==> config.mk <==
export PLATFORM = sky130hd
export DESIGN_NAME = penalty_referee
export DESIGN_NICKNAME = d
export VERILOG_FILES = /design/src/rtl/penalty_referee.sv
export SDC_FILE = /design/constraint.sdc
export NUM_CORES = 1
export LEC_CHECK = 0
export BUFFER_PORTS_ARGS = -buffer_cell sky130_fd_sc_hd__buf_2
export CORE_ASPECT_RATIO = 0.5
export CORE_MARGIN = 2
export CORE_UTILIZATION = 44
export CTS_BUF_LIST = sky130_fd_sc_hd__clkbuf_8
export CTS_CLUSTER_SIZE = 10
export DETAILED_ROUTE_END_ITERATION = 8
export GPL_TIMING_DRIVEN = 0
export HOLD_SLACK_MARGIN = 0.08
export PLACE_DENSITY = 0.73
export SYNTH_ARGS = -nofsm -noshare
export SYNTH_HDL_FRONTEND = slang
export SYNTH_SLANG_ARGS = --single-unit
==> constraint.sdc <==
create_clock -name frame_clk -period 9.2 [get_ports frame_clk]
set_clock_uncertainty 0.1 [all_clocks]
set_input_delay 0.46 -clock frame_clk [delete_from_list [all_inputs] [get_ports frame_clk]]
set_output_delay 0.46 -clock frame_clk [all_outputs]
set_load 0.01 [all_outputs]
==> src/rtl/penalty_referee.sv <==
`default_nettype none
// ============================================================================
// Module      : penalty_referee
// Description : Match control for a penalty shoot-out. It watches the ball Y
//               position and the registered save flag to detect each resolved
//               shot and scores it. It alternates the shooter, holds a result
//               banner, and applies best-of-ROUNDS rules with sudden death.
// Ports       : frame_clk/Reset   - frame clock, synchronous active-high reset
//               keycode           - raw keyboard code (Enter starts a match)
//               BallY             - ball Y position from the ball block
//               save_detected     - registered save flag from the ball block
//               input_enable      - lets shooter/keeper keys reach the ball
//               shooter_team      - 0 = team A shooting, 1 = team B
//               score_a/score_b   - goals per team (saturating)
//               kicks_a/kicks_b   - kicks per team (saturating)
//               last_result       - 00 none, 01 goal, 10 save
//               banner_active     - result banner hold in progress
//               game_over, winner - match decided; 01 A, 10 B, 11 draw
// Revision    : 1.0 - initial release
// ============================================================================
module penalty_referee #(
  parameter int         ROUNDS      = 5,
  parameter int         BALL_Y_HOME = 365,
  parameter int         Y_MID       = 200,
  parameter int         RESULT_HOLD = 120,
  parameter logic [7:0] KEY_START   = 8'h28
) (
  input  logic       frame_clk,
  input  logic       Reset,
  input  logic [7:0] keycode,
  input  logic [9:0] BallY,
  input  logic       save_detected,
  output logic       input_enable,
  output logic       shooter_team,
  output logic [3:0] score_a,
  output logic [3:0] score_b,
  output logic [3:0] kicks_a,
  output logic [3:0] kicks_b,
  output logic [1:0] last_result,
  output logic       banner_active,
  output logic       game_over,
  output logic [1:0] winner
);

  localparam int                  c_HOLD_W    = (RESULT_HOLD > 1) ? $clog2(RESULT_HOLD) : 1;
  localparam logic [c_HOLD_W-1:0] c_HOLD_LOAD = c_HOLD_W'(RESULT_HOLD - 1);
  localparam logic [c_HOLD_W-1:0] c_HOLD_ONE  = c_HOLD_W'(1);
  localparam logic [9:0]          c_HOME      = 10'(BALL_Y_HOME);
  localparam logic [9:0]          c_MID       = 10'(Y_MID);
  localparam logic [4:0]          c_ROUNDS    = 5'(ROUNDS);

  typedef enum logic [1:0] {
    S_READY       = 2'd0,
    S_IN_PLAY     = 2'd1,
    S_SHOW_RESULT = 2'd2,
    S_GAME_OVER   = 2'd3
  } state_t;

  state_t              r_state, w_state_next;
  logic [9:0]          r_ball_q;
  logic [7:0]          r_key_q;
  logic [c_HOLD_W-1:0] r_hold, w_hold_next;
  logic                r_shooter, w_shooter_next;
  logic [3:0]          r_score_a, w_score_a_next;
  logic [3:0]          r_score_b, w_score_b_next;
  logic [3:0]          r_kicks_a, w_kicks_a_next;
  logic [3:0]          r_kicks_b, w_kicks_b_next;
  logic [1:0]          r_last, w_last_next;
  logic [1:0]          r_winner, w_winner_next;
  logic                r_input_en, r_banner, r_over;

  logic                w_start, w_resolved;
  logic [4:0]          w_sa, w_sb, w_ka, w_kb, w_rem_a, w_rem_b;
  logic [1:0]          w_verdict;

  function automatic logic [3:0] f_sat_inc(input logic [3:0] v);
    return (v == 4'hF) ? v : v + 4'd1;
  endfunction

  // Edge-detect Enter so a held key starts exactly one match.
  assign w_start    = (keycode == KEY_START) && (r_key_q != KEY_START);
  // A shot has resolved when the ball snaps home from high up the screen.
  assign w_resolved = (r_ball_q < c_MID) && (BallY == c_HOME);

  // Decision on the registered counts, in 5 bits so sums never wrap.
  always_comb begin
    w_sa      = {1'b0, r_score_a};
    w_sb      = {1'b0, r_score_b};
    w_ka      = {1'b0, r_kicks_a};
    w_kb      = {1'b0, r_kicks_b};
    w_rem_a   = (w_ka >= c_ROUNDS) ? 5'd0 : c_ROUNDS - w_ka;
    w_rem_b   = (w_kb >= c_ROUNDS) ? 5'd0 : c_ROUNDS - w_kb;
    w_verdict = 2'b00;
    if ((w_ka < c_ROUNDS) || (w_kb < c_ROUNDS)) begin
      if (w_sa > w_sb + w_rem_b) begin
        w_verdict = 2'b01;
      end else if (w_sb > w_sa + w_rem_a) begin
        w_verdict = 2'b10;
      end
    end else if (w_ka == w_kb) begin
      // Sudden death is only judged once both teams have kicked equally.
      if (w_sa > w_sb) begin
        w_verdict = 2'b01;
      end else if (w_sb > w_sa) begin
        w_verdict = 2'b10;
      end else if (w_ka == 5'd15) begin
        w_verdict = 2'b11;
      end
    end
  end

  always_comb begin
    w_state_next   = r_state;
    w_hold_next    = r_hold;
    w_shooter_next = r_shooter;
    w_score_a_next = r_score_a;
    w_score_b_next = r_score_b;
    w_kicks_a_next = r_kicks_a;
    w_kicks_b_next = r_kicks_b;
    w_last_next    = r_last;
    w_winner_next  = r_winner;
    case (r_state)
      S_READY: begin
        if (w_start) begin
          w_state_next   = S_IN_PLAY;
          w_shooter_next = 1'b0;
          w_score_a_next = 4'd0;
          w_score_b_next = 4'd0;
          w_kicks_a_next = 4'd0;
          w_kicks_b_next = 4'd0;
        end
      end
      S_IN_PLAY: begin
        if (w_resolved) begin
          if (!r_shooter) begin
            w_kicks_a_next = f_sat_inc(r_kicks_a);
            if (!save_detected) w_score_a_next = f_sat_inc(r_score_a);
          end else begin
            w_kicks_b_next = f_sat_inc(r_kicks_b);
            if (!save_detected) w_score_b_next = f_sat_inc(r_score_b);
          end
          w_last_next  = save_detected ? 2'b10 : 2'b01;
          w_hold_next  = c_HOLD_LOAD;
          w_state_next = S_SHOW_RESULT;
        end
      end
      S_SHOW_RESULT: begin
        if (r_hold == '0) begin
          if (w_verdict != 2'b00) begin
            w_winner_next = w_verdict;
            w_state_next  = S_GAME_OVER;
          end else begin
            w_shooter_next = ~r_shooter;
            w_state_next   = S_IN_PLAY;
          end
        end else begin
          w_hold_next = r_hold - c_HOLD_ONE;
        end
      end
      S_GAME_OVER: begin
        if (w_start) begin
          w_winner_next = 2'b00;
          w_last_next   = 2'b00;
          w_state_next  = S_READY;
        end
      end
      default: w_state_next = S_READY;
    endcase
  end

  always_ff @(posedge frame_clk) begin
    if (Reset) begin
      r_state    <= S_READY;
      r_ball_q   <= c_HOME;
      r_key_q    <= 8'd0;
      r_hold     <= '0;
      r_shooter  <= 1'b0;
      r_score_a  <= 4'd0;
      r_score_b  <= 4'd0;
      r_kicks_a  <= 4'd0;
      r_kicks_b  <= 4'd0;
      r_last     <= 2'b00;
      r_winner   <= 2'b00;
      r_input_en <= 1'b0;
      r_banner   <= 1'b0;
      r_over     <= 1'b0;
    end else begin
      r_state    <= w_state_next;
      r_ball_q   <= BallY;
      r_key_q    <= keycode;
      r_hold     <= w_hold_next;
      r_shooter  <= w_shooter_next;
      r_score_a  <= w_score_a_next;
      r_score_b  <= w_score_b_next;
      r_kicks_a  <= w_kicks_a_next;
      r_kicks_b  <= w_kicks_b_next;
      r_last     <= w_last_next;
      r_winner   <= w_winner_next;
      // State-decoded outputs are registered from the next state so they
      // line up with the state register.
      r_input_en <= (w_state_next == S_IN_PLAY);
      r_banner   <= (w_state_next == S_SHOW_RESULT);
      r_over     <= (w_state_next == S_GAME_OVER);
    end
  end

  assign input_enable  = r_input_en;
  assign shooter_team  = r_shooter;
  assign score_a       = r_score_a;
  assign score_b       = r_score_b;
  assign kicks_a       = r_kicks_a;
  assign kicks_b       = r_kicks_b;
  assign last_result   = r_last;
  assign banner_active = r_banner;
  assign game_over     = r_over;
  assign winner        = r_winner;

endmodule
`default_nettype wire

==> impl_metrics.tcl, run 1 <==
set metrics [dict create \
    crit_slowest_cell "a211oi_1" \
    start_kind "flop" \
    synth_nets 388 \
    num_vias 2640 \
    leakage_nw 1.486 \
    tightest_slew_ps 885.8 \
    grt_setup_unrepaired "no" \
    portBuffers 44 \
    io_pins 45 \
    crit_top_cell "ha_1" \
    finish.utilization 0.5404 \
    max-slew-margin-rel 0.4040 \
    worst_slack_ps 4888 \
    cp.required_ps 9290 \
    synth_area_leaders "dfxtp_1, ha_1, a21oi_1" \
    cts-htree-levels 2 \
    grt_start_max_net_pins 16 \
    firstDrtPassIters 4 \
    antenna_cells 0 \
    ir_drop_uv 72.82 \
    drive_gt1_frac 0.1641 \
    fmax_mhz 231.9 \
    yosysWarnings 0 \
    vias_per_cell 5.593 \
    synth_edf_count 0 \
    drt_iter0_markers 112 \
    grt_pass1_wl_mm 11.84 \
    clk_latency_ps 300 \
    drc_errors 0 \
    dieArea_um2 7365 \
    initial_core_util 0.4682 \
    grt_overflow 0 \
    cts_sinks 48 \
    dpl.cell_count 464 \
    finalCriticalPeriod_ps 4312 \
    crit_type "reg -> reg" \
    hold_class "in -> reg" \
    post-dp-hpwl_mm 5.482 \
    cpPeakStageDelay_ps 640 \
    synthArstFlopShare 0 \
    ctsHoldBuffers 0 \
    clkTransAtPathRegs_ps 90 \
    pre_cts_slack_ps 4992 \
    grt_pass1_vias 2579 \
    worst_ep_arrival_time_ps 4410 \
    synthToLayoutAreaGrowth_pct 15.42 \
    cts_tree "done" \
    fill_cells 618 \
    pwr_density_cell_nw_per_um2 114.9 \
    path_cells "ha_1, nand2_1, o21ai_0, nor2_1, ha_1, a21o_1, a21oi_1, xor2_1, ha_1, a21oi_1, nand2_1, o22ai_1, a221oi_1, a211oi_1, mux2_2" \
    fp.coreArea_um2 6256 \
    die_width_um 119.4 \
    synth_seq_cells 48 \
    syn_area_per_cell_um2 8.822 \
    critical_path.max_fanout 8 \
    cts_resized 0 \
    clk_path_buf_depth 2 \
    gp_congestion 0.8794 \
    max-cap-violations 0 \
    nets 439 \
    synth_flop_cell "dfxtp_1" \
    track_usage 0.2020 \
    layoutNonFillerInstCount 472 \
    status "finished clean" \
    hold_viol 0 \
    synth_cell_types 56 \
    wirelength_mm 7.113 \
    synth_top_area_share 0.3281 \
    fp.dieH_um 61.70 \
    fin_crit_sh 0.4687 \
    cts-root-buf "clkbuf_8" \
    cts_buffers 5 \
    ant_nets 0 \
    synth_area_um2 2929 \
    rows 20 \
    post_cts_buffers 0 \
    drv_slew 0 \
    syn_inst 332 \
    finalPower_uw 388.4 \
    antenna_found_initial 0 \
    synth_top_area_cell "dfxtp_1" \
    ys_seq_area_frac 0.3281 \
    end_kind "flop" \
    fin_tns_setup_ps 0 \
    setup_viol_count_final 0 \
    routedWlPerCell_um 15.07 \
]
-- per-layer routing --
layer	part of all wire	GRT usage	wire (um)	vias to the layer above
li1	-	-	-	1296
met1	0.47	0.2539	3310	1258
met2	0.48	0.3621	3387	74
met3	0.043	0.03650	308	12
met4	0.015	0.07731	106	0
met5	0	0	0	-
-- state kept, by name, indices dropped and copies added (netlist names) --
| name | count |
|---|---|
| score_a | 4 |
| input_enable | 1 |
| r_ball_q | 7 |
| shooter_team | 1 |
| winner | 2 |
| score_b | 4 |
| game_over | 1 |
| r_hold | 7 |
| r_state | 2 |
| last_result | 2 |
| r_key_q | 8 |
| kicks_a | 4 |
| kicks_b | 4 |
| banner_active | 1 |
-- synthesized netlist by cell type, types with 4 or more instances --
cell / number
nand3_1: 20
xor2_1: 10
o21ai_0: 7
or3_1: 4
dfxtp_1: 48
nand2_1: 15
nor4b_1: 4
or2_2: 5
ha_1: 33
nor3_1: 4
clkbuf_1: 8
a21o_1: 12
xnor2_1: 10
nor2b_1: 16
nor2_1: 28
a21oi_1: 25
inv_1: 21
and2_1: 5
-- area by class of cell --
cell class / instances / area [um^2] / share of cell area
Buffer: 9 / 33.78 / 0.009993
Clock buffer: 6 / 82.58 / 0.02443
Clock inverter: 2 / 38.79 / 0.01147
Inverter: 21 / 78.83 / 0.02332
Multi-Input combinational cell: 254 / 1856 / 0.5489
Sequential cell: 48 / 960.9 / 0.2842
Tap cell: 88 / 110.1 / 0.03257
Timing Repair Buffer: 44 / 220.2 / 0.06514
-- logic make-up (layout without fill, tap and decap cells) --
logic type / after synthesis / in the layout / share of synthesized area
flops: 48 / 48 / 0.3281
buf+inv: 30 / 82 / 0.03845
fa+ha+maj: 35 / 35 / 0.1546
xor+xnor: 20 / 20 / 0.05980
simple gates: 119 / 119 / 0.2208
mux: 3 / 3 / 0.01068
compound gates: 77 / 77 / 0.1875
-- per-stage QoR --
| stage | hold slack [ps] | instance area (um^2) |
|---|---|---|
| CTS | 257.2 | 3381 |
| detailed placement | 373.8 | 3259 |
| floorplan | 348.6 | 2929 |
| global route | 252.1 | 3381 |
| global placement | 354.3 | 3259 |
| finish | 262.4 | 3381 |
-- worst max-delay path: cells and delay by family (launching register included) --
kind / cells / cell delay (ps)
xor+xnor: 1 / 160
mux: 1 / 410
compound gates: 7 / 1940
fa+ha+maj: 3 / 780
flops: 1 / 520
simple gates: 3 / 300
-- worst paths after layout --
check | from | end | cells past startpoint | slack (ps)
max | kicks_b[2] | shooter_team | 15 | 4890
min | BallY[5] | r_ball_q[5] | 2 | 260
min reg2reg | winner[1] | winner[1] | 2 | 380
max reg2reg | kicks_b[2] | shooter_team | 15 | 4890
-- report_power, final --
group / switching, mW / total (mW) / internal, mW
logic: 0.00899 / 0.0163 / 0.00730
clock network: 0.0711 / 0.160 / 0.0889
registers: 0.00100 / 0.212 / 0.211
-- layout by cell type (no fill, tap or decap), drive strengths merged, types with 3 or more instances in the layout --
master	instances
nand3	20
or3	4
a21o	12
nor3	4
inv	21
a41oi	3
xnor2	10
a21oi	26
o31ai	3
nand2	15
nor2	28
xor2	10
nor2b	16
dfxtp	48
o21ai	7
ha	33
nor4b	4
and2	5
or2	6
nor4	3
buf	45
clkbuf	14
Power figures use the tool's default switching activity.
==> run 2: changes to the inputs <==
--- a/config.mk
+++ b/config.mk
@@ -5,6 +5,7 @@
 export SDC_FILE = /design/constraint.sdc
 export NUM_CORES = 1
 export LEC_CHECK = 0
+export ABC_AREA = 1
 export BUFFER_PORTS_ARGS = -buffer_cell sky130_fd_sc_hd__buf_2
 export CORE_ASPECT_RATIO = 0.5
 export CORE_MARGIN = 2
@@ -14,7 +15,7 @@
 export DETAILED_ROUTE_END_ITERATION = 8
 export GPL_TIMING_DRIVEN = 0
 export HOLD_SLACK_MARGIN = 0.08
-export PLACE_DENSITY = 0.73
+export PLACE_DENSITY = 0.76
 export SYNTH_ARGS = -nofsm -noshare
 export SYNTH_HDL_FRONTEND = slang
 export SYNTH_SLANG_ARGS = --single-unit
==> constraint.sdc (replaced) <==
create_clock -name frame_clk -period 3.69 [get_ports frame_clk]
set_clock_uncertainty 0.1 [all_clocks]
set_input_delay 0.1845 -clock frame_clk [delete_from_list [all_inputs] [get_ports frame_clk]]
set_output_delay 0.1845 -clock frame_clk [all_outputs]
set_load 0.01 [all_outputs]
==> run 2 against run 1 <==
Net effect: via count up 5.0%; combinational power grew to 3.6 times the previous value; core utilization grew 0.67 points; maximum frequency is 28% higher; power is 150% higher; first-iteration DRC count shrank 16%; routed wire length fell by 4.2%; largest cell class unchanged; highest routed layer unchanged.
==> impl_metrics.tcl, run 2 <==
set metrics [dict create \
    status "finished clean" \
    grt_overflow 0 \
    cp_num_buf_inv 1 \
    tightest_slew_ps 503.9 \
    wirelength_mm 6.815 \
    max-slew-margin-rel 0.6641 \
    synthTopCellsByCount "nand2_1, inv_1, dfxtp_1" \
    ys_seq_area_frac 0.3187 \
    largestRegisters "r_key_q (8), r_ball_q (7), r_hold (7)" \
    firstDrtPassIters 4 \
    synth_area_um2 3015 \
    drive_gt1_frac 0.2025 \
    yosysWarnings 0 \
    antenna_found_initial 0 \
    post_cts_buffers 0 \
    setup_viol_count_final 0 \
    pwr_density_cell_nw_per_um2 262.9 \
    regArea_um2 970.9 \
    hold_class "in -> reg" \
    synth_top_area_cell "dfxtp_1" \
    antenna_cells 0 \
    rr_endpoint "winner[0]" \
    synth_seq_cells 48 \
    die_width_um 121.1 \
    syn_inst 412 \
    crit_slowest_cell "dfxtp_4" \
    path_cells "ha_1, inv_1, ha_1, nand2_2, nor2_1, ha_1, fa_1, xnor2_1, ha_1, nand2_1, nor2_1, nor2_1, a21oi_1, nand3_1, nand2_1, nand2_1, nand3_2, nand2_2, nand2_2, nand3_1, nand2_1, nor2_1" \
    reg2reg_setup_slack_ps 320 \
    clkTransAtPathRegs_ps 80 \
    cts_tree "done" \
    max-cap-violations 0 \
    cts_buffers 5 \
    initial_core_util 0.4536 \
    grt_pass1_wl_mm 11.61 \
    fp.dieH_um 62.54 \
    finalCriticalPeriod_ps 3372 \
    grt_pass1_vias 2642 \
    fin_worst_hold_slack_ps 137.6 \
    synth_flop_cell "dfxtp_1" \
    final_cell_mix "nand2_1, inv_1, nor2_1, dfxtp_1, buf_2" \
    fp.coreArea_um2 6648 \
    synth_top_area_share 0.3187 \
    cts_sinks 48 \
    ant_nets 0 \
    leakage_nw 1.787 \
    ir_drop_uv 181.0 \
    gp_congestion 0.8344 \
    synthToLayoutAreaGrowth_pct 20.62 \
    start_kind "flop" \
    grt_setup_unrepaired "no" \
    nets 534 \
    num_vias 2771 \
    holdCritStartpoint "Reset" \
    synth_edf_count 0 \
    portBuffers 44 \
    fin_crit_sh 0.9139 \
    layout_commonest_cell "nand2_1" \
    synth_area_leaders "dfxtp_1, ha_1, nand2_1" \
    cpPeakStageDelay_ps 410 \
    largest_reg_flops 8 \
    critPathTopFamily "adder cells" \
    regMostFlops "r_key_q" \
    worst_ep_arrival_time_ps 3480 \
    ff2ff_path_depth 22 \
    cp.required_ps 3800 \
    crit_type "reg -> reg" \
    synthArstFlopShare 0 \
    cp.depth 22 \
    drt_iter0_markers 94 \
    grt_start_max_net_pins 15 \
    yosysMostFrequentCell "nand2_1" \
    hold_viol 0 \
    routedWlPerCell_um 11.94 \
    fmax_mhz 296.5 \
    synth_nets 468 \
    fill_cells 640 \
    clk_latency_ps 310 \
    cts-root-buf "clkbuf_8" \
    rr_startpoint "kicks_b[2]" \
    drv_slew 0 \
    post-dp-hpwl_mm 5.017 \
    drc_errors 0 \
    fin_tns_setup_ps 0 \
    syn_area_per_cell_um2 7.319 \
    end_kind "flop" \
    multiInputGateArea_um2 1783 \
    hold_depth 4 \
    critical_path.max_fanout 9 \
    rows 21 \
    holdPathEnd "winner[1]" \
    synth_cell_types 35 \
    clk_path_buf_depth 2 \
    track_usage 0.1903 \
    io_pins 45 \
    dieArea_um2 7571 \
    vias_per_cell 4.853 \
    cts-htree-levels 2 \
]
[run 2: cell count changes in the layout (fill, tap and decap cells not counted), moves of 5 or more]
cell	delta
a21o_1	-12
nand2_1	+58
nor2b_1	-16
nand3_1	+8
nand4_1	+9
clkbuf_1	-5
inv_2	+11
and2_1	-5
inv_1	+38
nor2_2	+6
dlygate4sd3_1	+15
nand2_4	+5
xor2_1	-8
nor2_1	+17
[run 2: cell families (layout without fill, tap and decap cells)]
group / after synthesis / count (layout) / share of synthesized area
DFF: 48 / 48 / 0.3187
xor gates and xnor gates: 8 / 8 / 0.02324
adders and majority gates: 35 / 35 / 0.1502
AOI/OAI and AO/OA: 51 / 51 / 0.09419
and+or+nand+nor: 197 / 197 / 0.3174
buffers and inverters: 73 / 140 / 0.09627
[run 2: where the power goes]
group / switching [mW] / internal [mW]
registers: 0.00327 / 0.525
clock network: 0.171 / 0.198
logic: 0.0296 / 0.0288
total: 0.204 / 0.752
[run 2: final cells by class]
class                   count  area share
inverters                  69     0.07121
clock buffers               5     0.01892
flip-flops and latches     48      0.2669
well taps                  92     0.03165
plain buffers               4    0.008600
multi-input cells         291      0.4902
repair buffers             59      0.1018
clock inverters             3     0.01066
[run 2: worst max-delay path by stage]
stage	start	slack (ps)	to
2_1_floorplan	kicks_b[2]	490	winner[0]
3_3_place_gp	kicks_b[2]	180	winner[1]
3_5_place_dp	kicks_b[2]	140	winner[0]
4_1_cts	kicks_b[2]	120	winner[0]
5_1_grt	kicks_b[2]	30	winner[1]
6_report	kicks_b[2]	320	winner[0]
[run 2: worst reg2reg max path: cells and delay by family, from the launching register on]
family / cells / cell delay [ps]
AND/OR/NAND/NOR: 14 / 1170
buffers and inverters: 1 / 40
XOR/XNOR: 1 / 150
adder cells (fa/ha/maj): 5 / 1250
flip-flops: 1 / 410
AO/OA/AOI/OAI: 1 / 160
[run 2: per-stage QoR]
stage	total power [mW]	instance area, um^2	setup WS, ps	cells	utilization
after detailed placement	0.5872	3351	136.3	548	0.5040
after floorplan	0.5668	3015	492.4	412	-
after CTS	0.9660	3608	122.8	571	0.5428
after global placement	0.5857	3351	183.8	548	0.5040
after global routing	0.9958	3637	27.39	571	0.5471
final	0.9564	3637	317.9	571	0.5471
[run 2: routing by layer]
layer | up-vias | global-route usage | wire length [um]
met5 | - | 0 | 0
met4 | 0 | 0.06686 | 131
li1 | 1468 | - | -
met1 | 1255 | 0.2395 | 3215
met3 | 11 | 0.02920 | 197
met2 | 37 | 0.3315 | 3270
[run 2: timing repair]
item                       4_1_cts  5_1_grt
hold buffers                    15        0
resized for setup                0       12
setup endpoints to repair        0        6
hold endpoints to repair        15        0
==> run 3: changes to the inputs <==
--- a/config.mk
+++ b/config.mk
@@ -5,7 +5,6 @@
 export SDC_FILE = /design/constraint.sdc
 export NUM_CORES = 1
 export LEC_CHECK = 0
-export ABC_AREA = 1
 export BUFFER_PORTS_ARGS = -buffer_cell sky130_fd_sc_hd__buf_2
 export CORE_ASPECT_RATIO = 0.5
 export CORE_MARGIN = 2
==> run 3 against run 2 <==
Net effect: sequential share of layout area is 0.12 points higher; global-route usage is 0.57 points lower; maximum frequency shrank 4.8%; critical endpoint is now shooter_team; first-iteration DRC count rose by 20%; register-to-register slack lost 170 ps; cell count is 14% lower; power is 6.9% lower; largest cell class unchanged.
==> impl_metrics.tcl, run 3 (same netlist as run 1, synthesis figures left out) <==
set metrics [dict create \
    tightest_slew_ps 921.2 \
    die_width_um 119.4 \
    cts_tree "done" \
    leakage_nw 1.581 \
    cts-htree-levels 2 \
    ant_nets 0 \
    num_vias 2625 \
    clk_latency_ps 300 \
    initial_core_util 0.4682 \
    regMostFlops "r_key_q" \
    hold_viol 0 \
    worst_slack_ps 146.2 \
    finalCriticalPeriod_ps 3544 \
    final_cell_mix "buf_2, dfxtp_1, ha_1, nor2_1, a21oi_1" \
    grt_start_max_net_pins 16 \
    fmax_mhz 282.2 \
    cts_buffers 5 \
    end_kind "flop" \
    clk_path_buf_depth 2 \
    grt_overflow 0 \
    wirelength_mm 6.803 \
    p_int_uw 687.2 \
    setup_viol_count_final 0 \
    hold_class "in -> reg" \
    crit_end "shooter_team" \
    max-cap-violations 0 \
    track_usage 0.1846 \
    fin_worst_hold_slack_ps 93.69 \
    pwr-share-comb 0.061 \
    antenna_found_initial 0 \
    vias_per_cell 5.335 \
    p_switching_uw 203.1 \
    pwr-share-seq 0.593 \
    firstDrtPassIters 4 \
    antenna_cells 0 \
    rows 20 \
    dieArea_um2 7365 \
    cp-startpoint "kicks_b[2]" \
    reg2reg_setup_slack_ps 150 \
    critical_path.max_fanout 8 \
    rr_startpoint "kicks_b[2]" \
    cts-root-buf "clkbuf_8" \
    crit_type "reg -> reg" \
    layoutNonFillerInstCount 492 \
    pre_cts_slack_ps -556.7 \
    dpl.cell_count 464 \
    drive_gt1_frac 0.2030 \
    nets 459 \
    ff2ff_path_depth 14 \
    layout_commonest_cell "buf_2" \
    clkTransAtPathRegs_ps 90 \
    ir_drop_uv 181.6 \
    fin_crit_sh 0.9604 \
    fp.dieH_um 61.70 \
    portBuffers 44 \
    io_pins 45 \
    post-dp-hpwl_mm 5.037 \
    largestRegisters "r_key_q (8), r_ball_q (7), r_hold (7)" \
    worst_ep_arrival_time_ps 3640 \
    synthToLayoutAreaGrowth_pct 23.45 \
    p_sw_frac 0.2281 \
    drt_iter0_markers 113 \
    start_kind "flop" \
    rr_endpoint "shooter_team" \
    max-slew-margin-rel 0.3802 \
    grt_pass1_wl_mm 10.84 \
    cts_sinks 48 \
    routedWlPerCell_um 13.83 \
    drv_slew 0 \
    gp_congestion 0.8126 \
    pwr_density_cell_nw_per_um2 246.2 \
    finalPower_uw 890.3 \
    fp.coreArea_um2 6256 \
    grt_pass1_vias 2407 \
    largest_reg_flops 8 \
    p_clk_frac 0.346 \
    cp.required_ps 3780 \
    drc_errors 0 \
    status "finished clean" \
]
-- run 3: cell types whose count changed in the layout (fill, tap and decap cells not counted), moves of 9 or more --
cell	change
nor2_1	-19
inv_2	-10
nand4_1	-9
inv_1	-38
nor2b_1	+16
a21o_1	+12
nand2_1	-59
-- run 3: routing by layer --
metal / GRT usage / routed length (um)
met1: 0.2380 / 3336
met2: 0.3300 / 3131
met3: 0.03376 / 269
met4: 0.05378 / 66
met5: 0 / 0
-- run 3: cell type report --
class | instances | area (um^2)
inverter | 21 | 78.83
timing repair buffer | 65 | 417.9
multi-input combinational | 254 | 1921
buffer | 8 | 30.03
tap | 88 | 110.1
sequential | 48 | 969.7
fill | 571 | 2640
clock buffer | 5 | 68.82
clock inverter | 3 | 20.02
-- run 3: what timing repair did --
item	in CTS	in global routing
endpoints found under the hold margin	16	0
hold buffers	16	0
pin swaps	1	3
endpoints found under the setup margin	5	4
resized for setup	11	11
setup buffers	1	4
-- run 3: power by group through the flow --
stage	sequential [mW]	clock (mW)	combinational (mW)
2_1_floorplan	0.540	0	0.0212
3_3_place_gp	0.541	0	0.0396
3_5_place_dp	0.541	0	0.0405
4_1_cts	0.529	0.315	0.0532
5_1_grt	0.529	0.337	0.0592
6_report	0.528	0.308	0.0540
-- run 3: metrics by stage --
stage	setup TNS [ps]	instance area, um^2	util
4_1_cts	0	3542	0.5662
2_1_floorplan	0	2929	-
3_5_place_dp	-1686	3259	0.5210
5_1_grt	-17.08	3616	0.5780
3_3_place_gp	-1391	3259	0.5210
6_report	0	3616	0.5780
-- run 3: critical path, stage by stage, from the launching register on --
cell	delay, ps
dfxtp_2	440
ha_1	180
inv_1	60
ha_4	180
nor2b_1	130
ha_1	220
fa_1	410
xnor2_1	150
ha_1	300
nand3_1	120
nor2_1	130
o22ai_2	100
a21o_1	230
a211oi_4	340
mux2_2	370
-- run 3: worst min-delay path by stage --
stage / depth (start not counted) / slack, ps / to / from
after floorplan: 1 / 190 / r_ball_q[3] / BallY[3]
after global placement: 2 / 290 / r_ball_q[5] / BallY[5]
after detailed placement: 2 / 290 / r_ball_q[5] / BallY[5]
after CTS: 3 / 90 / game_over / Reset
after global routing: 3 / 100 / game_over / Reset
final: 3 / 90 / game_over / Reset
